--- src/rtl/mem_bus_arbiter.sv ---
// Three-phase (grant / issue / response) arbiter for the shared memory/MMIO bus.
// Requesters: debug unit, CPU data bus, CPU instruction bus with bounded fetch starvation.
module mem_bus_arbiter #(
  parameter int unsigned STARVE_MAX = 4
) (
  input  logic        clk,
  input  logic        n_reset,
  input  logic        cpu_run,
  input  logic        dbg_req,
  input  logic [31:0] dbg_adr,
  input  logic [31:0] dbg_di,
  input  logic [3:0]  dbg_wren,
  output logic        dbg_ready,
  output logic        dbg_rvalid,
  input  logic        d_req,
  input  logic [31:0] d_adr,
  input  logic [31:0] d_di,
  input  logic [3:0]  d_wren,
  output logic        d_ready,
  output logic        d_rvalid,
  input  logic        i_req,
  input  logic [31:0] i_adr,
  output logic        i_ready,
  output logic        i_rvalid,
  output logic [31:0] rdata,
  output logic        mem_op,
  output logic [31:0] mem_adr,
  output logic [31:0] mem_di,
  output logic [3:0]  mem_wren,
  input  logic [31:0] mem_do,
  output logic        busy
);

  // state | meaning
  // IDLE  | evaluate requests, pulse winner's ready, latch its command
  // ISSUE | drive mem_op with the latched command for one cycle
  // RESP  | pulse owner's rvalid, pass mem_do through to rdata
  typedef enum logic [1:0] {IDLE, ISSUE, RESP} state_t;
  typedef enum logic [1:0] {OWN_NONE, OWN_DBG, OWN_D, OWN_I} owner_t;

  localparam logic [3:0] STARVE_LIM = 4'(STARVE_MAX);

  state_t      state, state_nxt;
  owner_t      owner, grant;
  logic [3:0]  starve;
  logic [3:0]  wren_q;

  always_comb begin
    grant = OWN_NONE;
    if (state == IDLE) begin
      if (dbg_req)                                        grant = OWN_DBG;
      else if (cpu_run && i_req && starve == STARVE_LIM)  grant = OWN_I;
      else if (cpu_run && d_req)                          grant = OWN_D;
      else if (cpu_run && i_req)                          grant = OWN_I;
    end
  end

  always_ff @(posedge clk or negedge n_reset) begin
    if (!n_reset) state <= IDLE;
    else          state <= state_nxt;
  end

  always_comb begin
    state_nxt = state;
    case (state)
      IDLE:    if (grant != OWN_NONE) state_nxt = ISSUE;
      ISSUE:   state_nxt = RESP;
      RESP:    state_nxt = IDLE;
      default: state_nxt = IDLE;
    endcase
  end

  always_comb begin
    dbg_ready  = (grant == OWN_DBG);
    d_ready    = (grant == OWN_D);
    i_ready    = (grant == OWN_I);
    dbg_rvalid = (state == RESP) && (owner == OWN_DBG);
    d_rvalid   = (state == RESP) && (owner == OWN_D);
    i_rvalid   = (state == RESP) && (owner == OWN_I);
    mem_op     = (state == ISSUE);
    mem_wren   = (state == ISSUE) ? wren_q : 4'h0;
    rdata      = (state == RESP) ? mem_do : 32'h0;
    busy       = (state != IDLE);
  end

  // Command latch; fetches are always reads with zero write data.
  always_ff @(posedge clk or negedge n_reset) begin
    if (!n_reset) begin
      owner   <= OWN_NONE;
      mem_adr <= 32'h0;
      mem_di  <= 32'h0;
      wren_q  <= 4'h0;
    end else begin
      case (grant)
        OWN_DBG: begin
          owner <= OWN_DBG; mem_adr <= dbg_adr; mem_di <= dbg_di; wren_q <= dbg_wren;
        end
        OWN_D: begin
          owner <= OWN_D; mem_adr <= d_adr; mem_di <= d_di; wren_q <= d_wren;
        end
        OWN_I: begin
          owner <= OWN_I; mem_adr <= i_adr; mem_di <= 32'h0; wren_q <= 4'h0;
        end
        default: ;
      endcase
    end
  end

  // Counts data grants that overtook a waiting fetch; debug grants leave it alone.
  always_ff @(posedge clk or negedge n_reset) begin
    if (!n_reset) begin
      starve <= 4'h0;
    end else if (state == IDLE) begin
      if (grant == OWN_I || !i_req)
        starve <= 4'h0;
      else if (grant == OWN_D && starve != STARVE_LIM)
        starve <= starve + 4'h1;
    end
  end

endmodule
--- config.mk ---
export PLATFORM = sky130hd
export DESIGN_NAME = mem_bus_arbiter
export DESIGN_NICKNAME = d
export VERILOG_FILES = /design/src/rtl/mem_bus_arbiter.sv
export SDC_FILE = /design/constraint.sdc
export NUM_CORES = 1
export LEC_CHECK = 0
export BUFFER_PORTS_ARGS = -buffer_cell sky130_fd_sc_hd__buf_4
export CAP_MARGIN = 20
export CORE_AREA = 2 2 123 125
export CTS_CLUSTER_SIZE = 25
export DETAILED_ROUTE_END_ITERATION = 8
export DIE_AREA = 0 0 125 127
export PLACE_DENSITY = 0.62
export SYNTH_ARGS = -nofsm -noshare
export SYNTH_HDL_FRONTEND = slang
export SYNTH_SLANG_ARGS = --single-unit
export TNS_END_PERCENT = 30
--- constraint.sdc ---
create_clock -name clk -period 1.77 [get_ports clk]
set_clock_uncertainty 0.2 [all_clocks]
set_input_delay 0.2655 -clock clk [delete_from_list [all_inputs] [get_ports clk]]
set_output_delay 0.2655 -clock clk [all_outputs]
set_load 0.005 [all_outputs]
==> results.tsv, run 1 <==
metric	value	unit
reg2reg_to	mem_adr[16]	
cpPeakStageDelay	380	ps
dieArea	0.0159	mm^2
finalHoldViolCount	0	
met3_usage	0.0544	
cp.depth	6	
syn_area_per_cell	9.24	um^2
synth_fa_ha_area_frac	0.00618	
use_met2	0.384	
wl_per_cell	17.2	um
fin_cells	1017	
fp.dieH	127	um
seqCellArea	0.00190	mm^2
tightest_slew	459	ps
r2r_cells	8	
drc	0	
area_delta_synth_final	98.1	%
n_antenna_cell	0	
relSlewSlack	0.694	
drv_cap	0	
min_path_cells	3	
hpwl	12.0	mm
grt_max_degree	77	
place.gp.congestion	0.815	
port_buffers	313	
fin_crit	1980	ps
synth_top_family_by_area	compound AO/OA/AOI/OAI gates	
min_to	mem_adr[14]	
synth_edf_count	0	
design_area	0.00802	mm^2
p_per_area	1280	mW/mm^2
synth_warnings	0	
fill_cells	1291	
worst-path-buf-inv	2	
nNetsFinal	1036	
crit_type	reg -> out	
synth_nets	646	
critPathSlowestCell	dfrtp_1	
netlist_top_cells_count	dfrtp_1, a21oi_1, nor2_1	
synth_top_area_cell	dfrtp_1	
drtAntennaViolNets	0	
fin_ws	-213	ps
fin_util	0.556	
synthesis.area	0.00405	mm^2
tritoncts	done	
setup_viol_count_final	107	
drt_first_iter_violations	208	
min_from	i_adr[14]	
cts.sinks	76	
dp.cells	919	
min_path_type	in -> reg	
synth_top_area_frac	0.470	
synth_cells	438	
place_ws	-46.7	ps
grt_antenna_before_repair	0	
placed_area	0.00677	mm^2
cts-buffers-inserted	9	
fmax	504	MHz
multi_input_area	0.00203	mm^2
yosysMostFrequentCell	dfrtp_1	
timing.rr.start	starve[0]	
clock_path_buffers	2	
fin_crit_sh	1.12	
grt_pass1_vias	5267	
dr.pass1.iters	4	
outcome	complete, but fails checks	
finalMaxSlewViolations	0	
viasPerCell	4.99	
cpLargestDelayFamily	flip-flops	
drive_gt1_frac	0.471	
grt_pass1_wl	26.7	mm
crit_arrival	1520	ps
yosys.area_share.simple	0.171	
initial_core_util	0.281	
cp.required	1300	ps
path_max_fanout	2	
finalWirelength	17.4	mm
cts_root_buffer	clkbuf_16	
synthMuxAreaShare	0.0816	
cp-start-kind	flop	
core	0.0144	mm^2
clk_latency	330	ps
path_cells	inv_2 -> ha_4 -> nand3b_1 -> a21o_4 -> nor3_4 -> buf_4	
leakagePower	3.95	nW
ys_seq_area_frac	0.470	
synth_cell_types	31	
yosys.area_share.xor_xnor	0	
synth.area.top_cells	dfrtp_1, a21oi_1, mux2i_1	
num_vias	5074	
worst_setup_path_end_kind	primary output	
async_flop_share	1.00	
grt_remaining_overflow	0	
io-pin-count	314	
h-tree-depth	3	
use_met1	0.222	
ir_drop	621	uV
violations	setup timing	
rsz0062_at_grt	true	
die_x	125	um
tns	-6260	ps
synth_flop_cell	dfrtp_1	
regToRegSetupSlack	-80	ps
ys_seq_elements	76	
grt.busiest_layer	met2	
grtUsageTotal	0.209	
clkTransAtPathRegs	60	ps
synth_compound_area_frac	0.214	
row_count	44	
where the power goes:
part           leakage, nW  internal [mW]  switching [mW]
sequential           0.894           2.57           0.536
combinational         2.91           2.93            2.31
clock                0.149           1.16           0.722
worst max path at each step:
stage | startpoint | to | slack (ps)
global route | starve[1] | i_ready | -290
finish | starve[0] | i_ready | -210
CTS | starve[0] | i_ready | -240
global placement | starve[1] | i_ready | 20
floorplan | starve[1] | i_ready | -90
detailed placement | d_req | mem_di[14] | -50
repair_timing:
action	in CTS	in global routing
endpoints found under the setup margin	57	112
gates resized for setup	21	25
hold endpoints to repair	143	0
buffers inserted	9	2
cloned	1	2
hold buffers	68	0
pin swaps	7	4
cell usage in the layout (no fill, tap or decap), types with 2 or more instances in the layout:
cell           synthesis  layout
clkinv_2               0       2
a21oi_2                0       2
and3_1                 2       2
nand2b_1               2       2
inv_2                  1       4
buf_8                  3       2
dlygate4sd3_1          0      68
buf_4                  2     327
nor2_1                39      38
nand2_1                4       4
nand3_1               36      36
buf_6                  1       6
o21ai_4                0       2
o21a_1                 2       2
o21ai_0               36      21
mux2i_1               33      29
buf_12                 0      11
nor2b_1                4       2
a21oi_1               75      72
nand4_1                3       3
a22oi_2                0       2
o21ai_1                0      15
and2_4                 0       3
clkbuf_8               0       2
mux2i_2                0       4
a22oi_1               32      30
dfrtp_2                0       2
dfrtp_1               76      74
clkbuf_16              0      11
and2_1                38      35
state kept, by name, indices dropped and copies added (netlist names):
signal,cells
state,2
mem_adr,32
starve,4
wren_q,4
owner,2
mem_di,32
layer usage:
layer / wire length, um / share of wire / up-vias
met2: 9140 / 0.52 / 270
met4: 689 / 0.040 / 0
met5: 0 / 0 / -
met1: 6330 / 0.36 / 2405
li1: - / - / 2339
met3: 1280 / 0.073 / 60
final cells by class:
cell class	count	area share
tap	184	0.0287
inverter	5	0.00234
clock inverter	4	0.00593
clock buffer	12	0.0320
multi-input combinational	319	0.253
timing repair buffer	417	0.441
sequential	76	0.237
worst min-delay path: cells and delay by family:
kind / cells / cell delay [ps]
AOI/OAI and AO/OA: 1 / 100
buffers and inverters: 1 / 80
muxes: 1 / 50
cell families (layout without fill, tap and decap cells):
family,count (synthesis),count (layout)
buf+inv,43,438
compound gates,152,152
mux,33,33
simple gates,132,132
flops,76,76
fa+ha+maj,2,2
per-stage QoR:
step                      power, mW  hold slack [ps]
final                          10.2             3.69
after global routing           10.9             9.92
after CTS                      10.2             4.46
after detailed placement       7.92              130
after global placement         7.79              125
after floorplan                5.08             -230
(Power assumes the default switching activity.)
==> run 2: changes to the inputs <==
- REMOVE_ABC_BUFFERS: default -> 1
==> run 2 against run 1 <==
Effect of this change:
- the flow finishes with violations (hold timing, setup timing)
- critical path depth did not move
- cell count rose by 1.1%
- non-clock buffer count rose by 11
- clock power fell by 11%
- routed wire length rose by 4.9%
- flip-flop and latch count did not move
- combinational power rose by 4.0%
- sequential share of layout area fell by 0.57 points
- global-route usage barely moved
- register-to-register slack got worse by 70 ps
- power barely moved
==> results.tsv, run 2 (same netlist as run 1, synthesis figures left out) <==
metric	value	unit	change
clock_path_buffers	2		unchanged
cts-buffers-inserted	9		unchanged
worst_setup_path_end_kind	primary output		
h-tree-depth	3		unchanged
path_max_fanout	2		unchanged
die_x	125	um	unchanged
leakagePower	4.03	nW	+2.0%
hpwl	12.6	mm	+4.7%
finalMaxSlewViolations	0		unchanged
drive_gt1_frac	0.497		+0.0264
fin_cells	1028		+1.1%
crit_arrival	1560	ps	+40 ps
placed_area	0.00680	mm^2	+0.57%
seqPwrFrac	0.302		-0.002
wl_per_cell	17.8	um	+3.8%
crit_type	reg -> out		
whs	-6.60	ps	-10.3 ps
grt_antenna_before_repair	1		+1
finalHoldViolCount	6		+6
drc	0		unchanged
power_frac_comb	0.533		+0.021
drt_first_iter_violations	202		-2.9%
p_per_area	1250	mW/mm^2	-2.5%
dp.cells	927		+0.87%
ir_drop	591	uV	-4.9%
rsz0062_at_grt	true		
tightest_slew	405	ps	-54.0 ps
port_buffers	313		unchanged
cts_root_buffer	clkbuf_16		
cts.sinks	76		unchanged
initial_core_util	0.281		unchanged
outcome	complete, but fails checks		
num_vias	5085		+0.22%
grt_pass1_wl	26.6	mm	-0.52%
viasPerCell	4.95		-0.86%
dr.pass1.iters	4		unchanged
io-pin-count	314		unchanged
drtAntennaViolNets	0		unchanged
worst-path-buf-inv	2		unchanged
p_sw_frac	0.357		+0.00830
fill_cells	1258		-2.6%
path_cells	inv_2 -> ha_4 -> nand3b_1 -> a21o_4 -> nor3_2 -> buf_4		
power_frac_clock	0.164		-0.020
grt_remaining_overflow	0		unchanged
cpLargestDelayFamily	flip-flops		
place.gp.congestion	0.878		+7.6%
min_path_type	in -> reg		
cpPeakStageDelay	380	ps	about the same
fp.dieH	127	um	unchanged
tritoncts	done		
relSlewSlack	0.730		+0.0360
violations	hold timing, setup timing		
drv_cap	0		unchanged
grt_pass1_vias	5284		+0.32%
fin_crit	2020	ps	+41.2 ps
area_delta_synth_final	103	%	
setup_viol_count_final	112		+4.7%
fmax	494	MHz	-2.0%
grtUsageTotal	0.210		+0.000302
fin_crit_sh	1.14		+0.0233
final_cell_mix	buf_4, dfrtp_1, dlygate4sd3_1		
clkTransAtPathRegs	60	ps	about the same
largestRegisters	mem_adr x32, mem_di x32		
finalWirelength	18.3	mm	+4.9%
p_switching	3.65	mW	+2.3%
nNetsFinal	1047		+1.1%
fin_ws	-255	ps	-41.2 ps
critPathSlowestCell	dfrtp_1		
dieArea	0.0159	mm^2	unchanged
cp-start-kind	flop		
place_ws	-66.8	ps	-20.1 ps
grt_max_degree	41		-47%
core	0.0144	mm^2	unchanged
internal_power	6.58	mW	-1.4%
design_area	0.00822	mm^2	+2.5%
clk_latency	340	ps	about the same
final_common_cell	buf_4		
cp.required	1300	ps	about the same
row_count	44		unchanged
[run 2: per-stage QoR]
stage	total power [mW]	TNS, ps	utilization
final	10.2	-12160	0.570
after detailed placement	8.07	-1110	0.472
after floorplan	4.89	-89900	-
after CTS	10.1	-13510	0.548
after global placement	7.95	-37.8	0.472
after global routing	10.9	-18990	0.570
[run 2: cell type report]
cell class | count | area (um^2) | area share
timing repair buffer | 428 | 3680 | 0.448
tap | 184 | 230 | 0.0280
inverter | 5 | 18.8 | 0.00228
clock buffer | 11 | 243 | 0.0295
clock inverter | 4 | 26.3 | 0.00320
sequential | 76 | 1900 | 0.232
multi-input combinational | 319 | 2110 | 0.257
antenna | 1 | 2.50 | 0.000305
[run 2: worst min-delay path: cells and delay by family]
kind,cells,cell delay (ps)
compound gates,1,100
mux,1,50
buf+inv,1,80
[run 2: power by group through the flow]
stage	clock network, mW	registers [mW]	logic, mW
global route	1.80	3.20	5.88
finish	1.68	3.09	5.46
CTS	1.73	3.09	5.28
global placement	0	3.07	4.89
floorplan	0	3.08	1.82
detailed placement	0	3.09	4.98
[run 2: metal layers]
metal  up-vias  share of wire  global-route usage
li1       2367              -                   -
met3        44          0.077              0.0532
met1      2400           0.36               0.215
met2       274           0.53               0.396
met5         -              0                   0
met4         0          0.035               0.104
[run 2: what timing repair did]
item                                    4_1_cts  5_1_grt
gates cloned                                  0        5
pin swaps                                     7       21
hold buffers                                 69        1
resized for setup                            34       60
setup buffers                                 6        4
endpoints found under the setup margin      104      114
endpoints found under the hold margin       143        1
[run 2: worst paths after layout]
kind,depth (start not counted),endpoint,slack (ps),from
max,6,i_ready,-250,starve[0]
min,3,mem_adr[15],-7,i_adr[15]
max reg2reg,8,mem_adr[14],-150,starve[0]
min reg2reg,2,mem_di[15],320,mem_di[15]
max in group asynchronous,3,state[1],610,n_reset
min in group asynchronous,2,mem_di[1],110,n_reset
==> run 3: changes to the inputs <==
- CORE_AREA: 2 2 123 125 -> 2 2 121 123
- CTS_BUF_LIST: default -> sky130_fd_sc_hd__clkbuf_8
- DIE_AREA: 0 0 125 127 -> 0 0 123 125
- PLACE_DENSITY: 0.62 -> 0.64
==> run 3 against run 2 <==
Effect of this change:
- the flow finishes with violations (setup timing)
- power up 8.5%
- sequential share of layout area down 3.2 points
- fmax down 5.8%
- first-iteration DRC count up 48%
- clock-buffer cell count unchanged
==> results.tsv, run 3 (same netlist as run 1, synthesis figures left out) <==
metric	value	unit	change
core	0.0142	mm^2	-1.5%
fin_ws	-379	ps	-125 ps
internal_power	6.93	mW	+5.3%
p_sw_frac	0.376		+0.0194
relSlewSlack	0.722		-0.00775
setup_viol_count_final	114		+1.8%
grt_remaining_overflow	0		unchanged
placed_area	0.00677	mm^2	-0.55%
dr.pass1.iters	5		+1
ir_drop	554	uV	-6.3%
critPathLaunch	state[1]		
viasPerCell	5.15		+4.1%
p_switching	4.18	mW	+14%
fmax	465	MHz	-5.8%
cp.required	1840	ps	+540 ps
r2r_cells	7		-1
largestRegisters	mem_adr x32, mem_di x32		
drv_cap	0		unchanged
clock_path_buffers	2		unchanged
drc	0		unchanged
drtAntennaViolNets	0		unchanged
path_max_fanout	9		+7
rsz0062_at_grt	true		
timing.rr.start	state[1]		
power_frac_comb	0.610		+0.077
dp.cells	922		-0.54%
cts.sinks	76		unchanged
cpPeakStageDelay	410	ps	+30 ps
final_common_cell	buf_4		
hpwl	12.0	mm	-5.1%
dieArea	0.0154	mm^2	-3.1%
finalWirelength	22.4	mm	+22%
grt_antenna_before_repair	3		+2
place_ws	-93.9	ps	-27.1 ps
outcome	complete, but fails checks		
tns	-20430	ps	-8270 ps
highest_layer	met4		
fin_util	0.671		+0.101
grt_pass1_wl	31.0	mm	+17%
fin_crit_sh	1.21		+0.0705
place.gp.congestion	0.810		-7.7%
clkTransAtPathRegs	80	ps	+20 ps
fin_crit	2150	ps	+125 ps
finalMaxSlewViolations	0		unchanged
fill_cells	986		-22%
leakagePower	4.52	nW	+12%
path_cells	buf_6 -> nor4b_4 -> buf_4 -> o21a_4 -> buf_6 -> nand3_1 -> a21oi_1		
regToRegSetupSlack	-380	ps	-230 ps
total_power	11.1	mW	+8.5%
met3_length	1.81	mm	+29%
p_per_area	1170	mW/mm^2	-6.4%
grt_max_degree	77		+88%
num_vias	5843		+15%
port_buffers	313		unchanged
cts-buffers-inserted	9		unchanged
violations	setup timing		
die_x	123	um	-1.6%
tritoncts	done		
met1_length	7.97	mm	+21%
worst_setup_path_end_kind	flop		
finalHoldViolCount	0		-6
met2WireLength	11.3	mm	+17%
reg2reg_to	mem_di[31]		
fin_cells	1135		+10%
final_cell_mix	buf_4, dlygate4sd3_1, dfrtp_1		
clk_latency	360	ps	+20 ps
power_frac_clock	0.112		-0.052
min_path_type	in -> reg		
min_from	dbg_di[29]		
min_path_cells	3		unchanged
drive_gt1_frac	0.505		+0.00824
grt_pass1_vias	5973		+13%
fp.dieH	125	um	-1.6%
h-tree-depth	3		unchanged
initial_core_util	0.285		+0.00435
drt_first_iter_violations	298		+48%
cts_root_buffer	clkbuf_8		
nNetsFinal	1152		+10%
cp-start-kind	flop		
critPathSlowestCell	dfrtp_1		
design_area	0.00953	mm^2	+16%
io-pin-count	314		unchanged
grtUsageTotal	0.262		+0.0520
crit_type	reg -> reg		
seqPwrFrac	0.279		-0.023
min_to	mem_di[29]		
whs	22.5	ps	+29.1 ps
tightest_slew	417	ps	+11.6 ps
wl_per_cell	19.7	um	+11%
crit_arrival	2220	ps	+660 ps
cpMostUsedCell	buf_6		
row_count	44		unchanged
area_delta_synth_final	136	%	
run 3: metal layers:
metal | track usage | up-vias
li1 | - | 2580
met1 | 0.281 | 2766
met2 | 0.465 | 404
met3 | 0.0575 | 93
met4 | 0.150 | 0
met5 | 0 | -
run 3: final cells by class:
type / instances / area, um^2 / share of cell area
Antenna cell: 3 / 7.51 / 0.000788
Clock buffer: 11 / 151 / 0.0159
Clock inverter: 4 / 25.0 / 0.00263
Inverter: 5 / 18.8 / 0.00197
Multi-Input combinational cell: 319 / 2360 / 0.248
Sequential cell: 76 / 1900 / 0.200
Tap cell: 184 / 230 / 0.0242
Timing Repair Buffer: 533 / 4830 / 0.507
run 3: power by group through the flow:
stage	Sequential (mW)	Clock [mW]	Combinational [mW]
floorplan	3.08	0	1.82
detailed placement	3.07	0	4.87
finish	3.09	1.24	6.77
CTS	3.04	1.29	6.08
global route	3.20	1.36	7.21
global placement	3.05	0	4.77
run 3: how the worst max path moves through the flow:
stage | endpoint | slack [ps] | cells past startpoint
floorplan | mem_adr[0] | -1240 | 6
global placement | mem_adr[19] | -30 | 7
detailed placement | mem_adr[19] | -90 | 7
CTS | d_ready | -300 | 5
global route | mem_di[31] | -460 | 7
finish | mem_di[31] | -380 | 7
run 3: critical path: cells and delay by family (launching register included):
kind | cells | cell delay (ps)
buffers and inverters | 3 | 520
AOI/OAI and AO/OA | 2 | 470
and+or+nand+nor | 2 | 450
DFF | 1 | 410
run 3: repair_timing:
action                                 CTS  global route
setup buffers                           13             4
hold buffers                           164             2
endpoints found under the hold margin  144             2
cloned                                   5             9
setup endpoints to repair              106           115
gates resized for setup                 90            82
pin swaps                               18            35
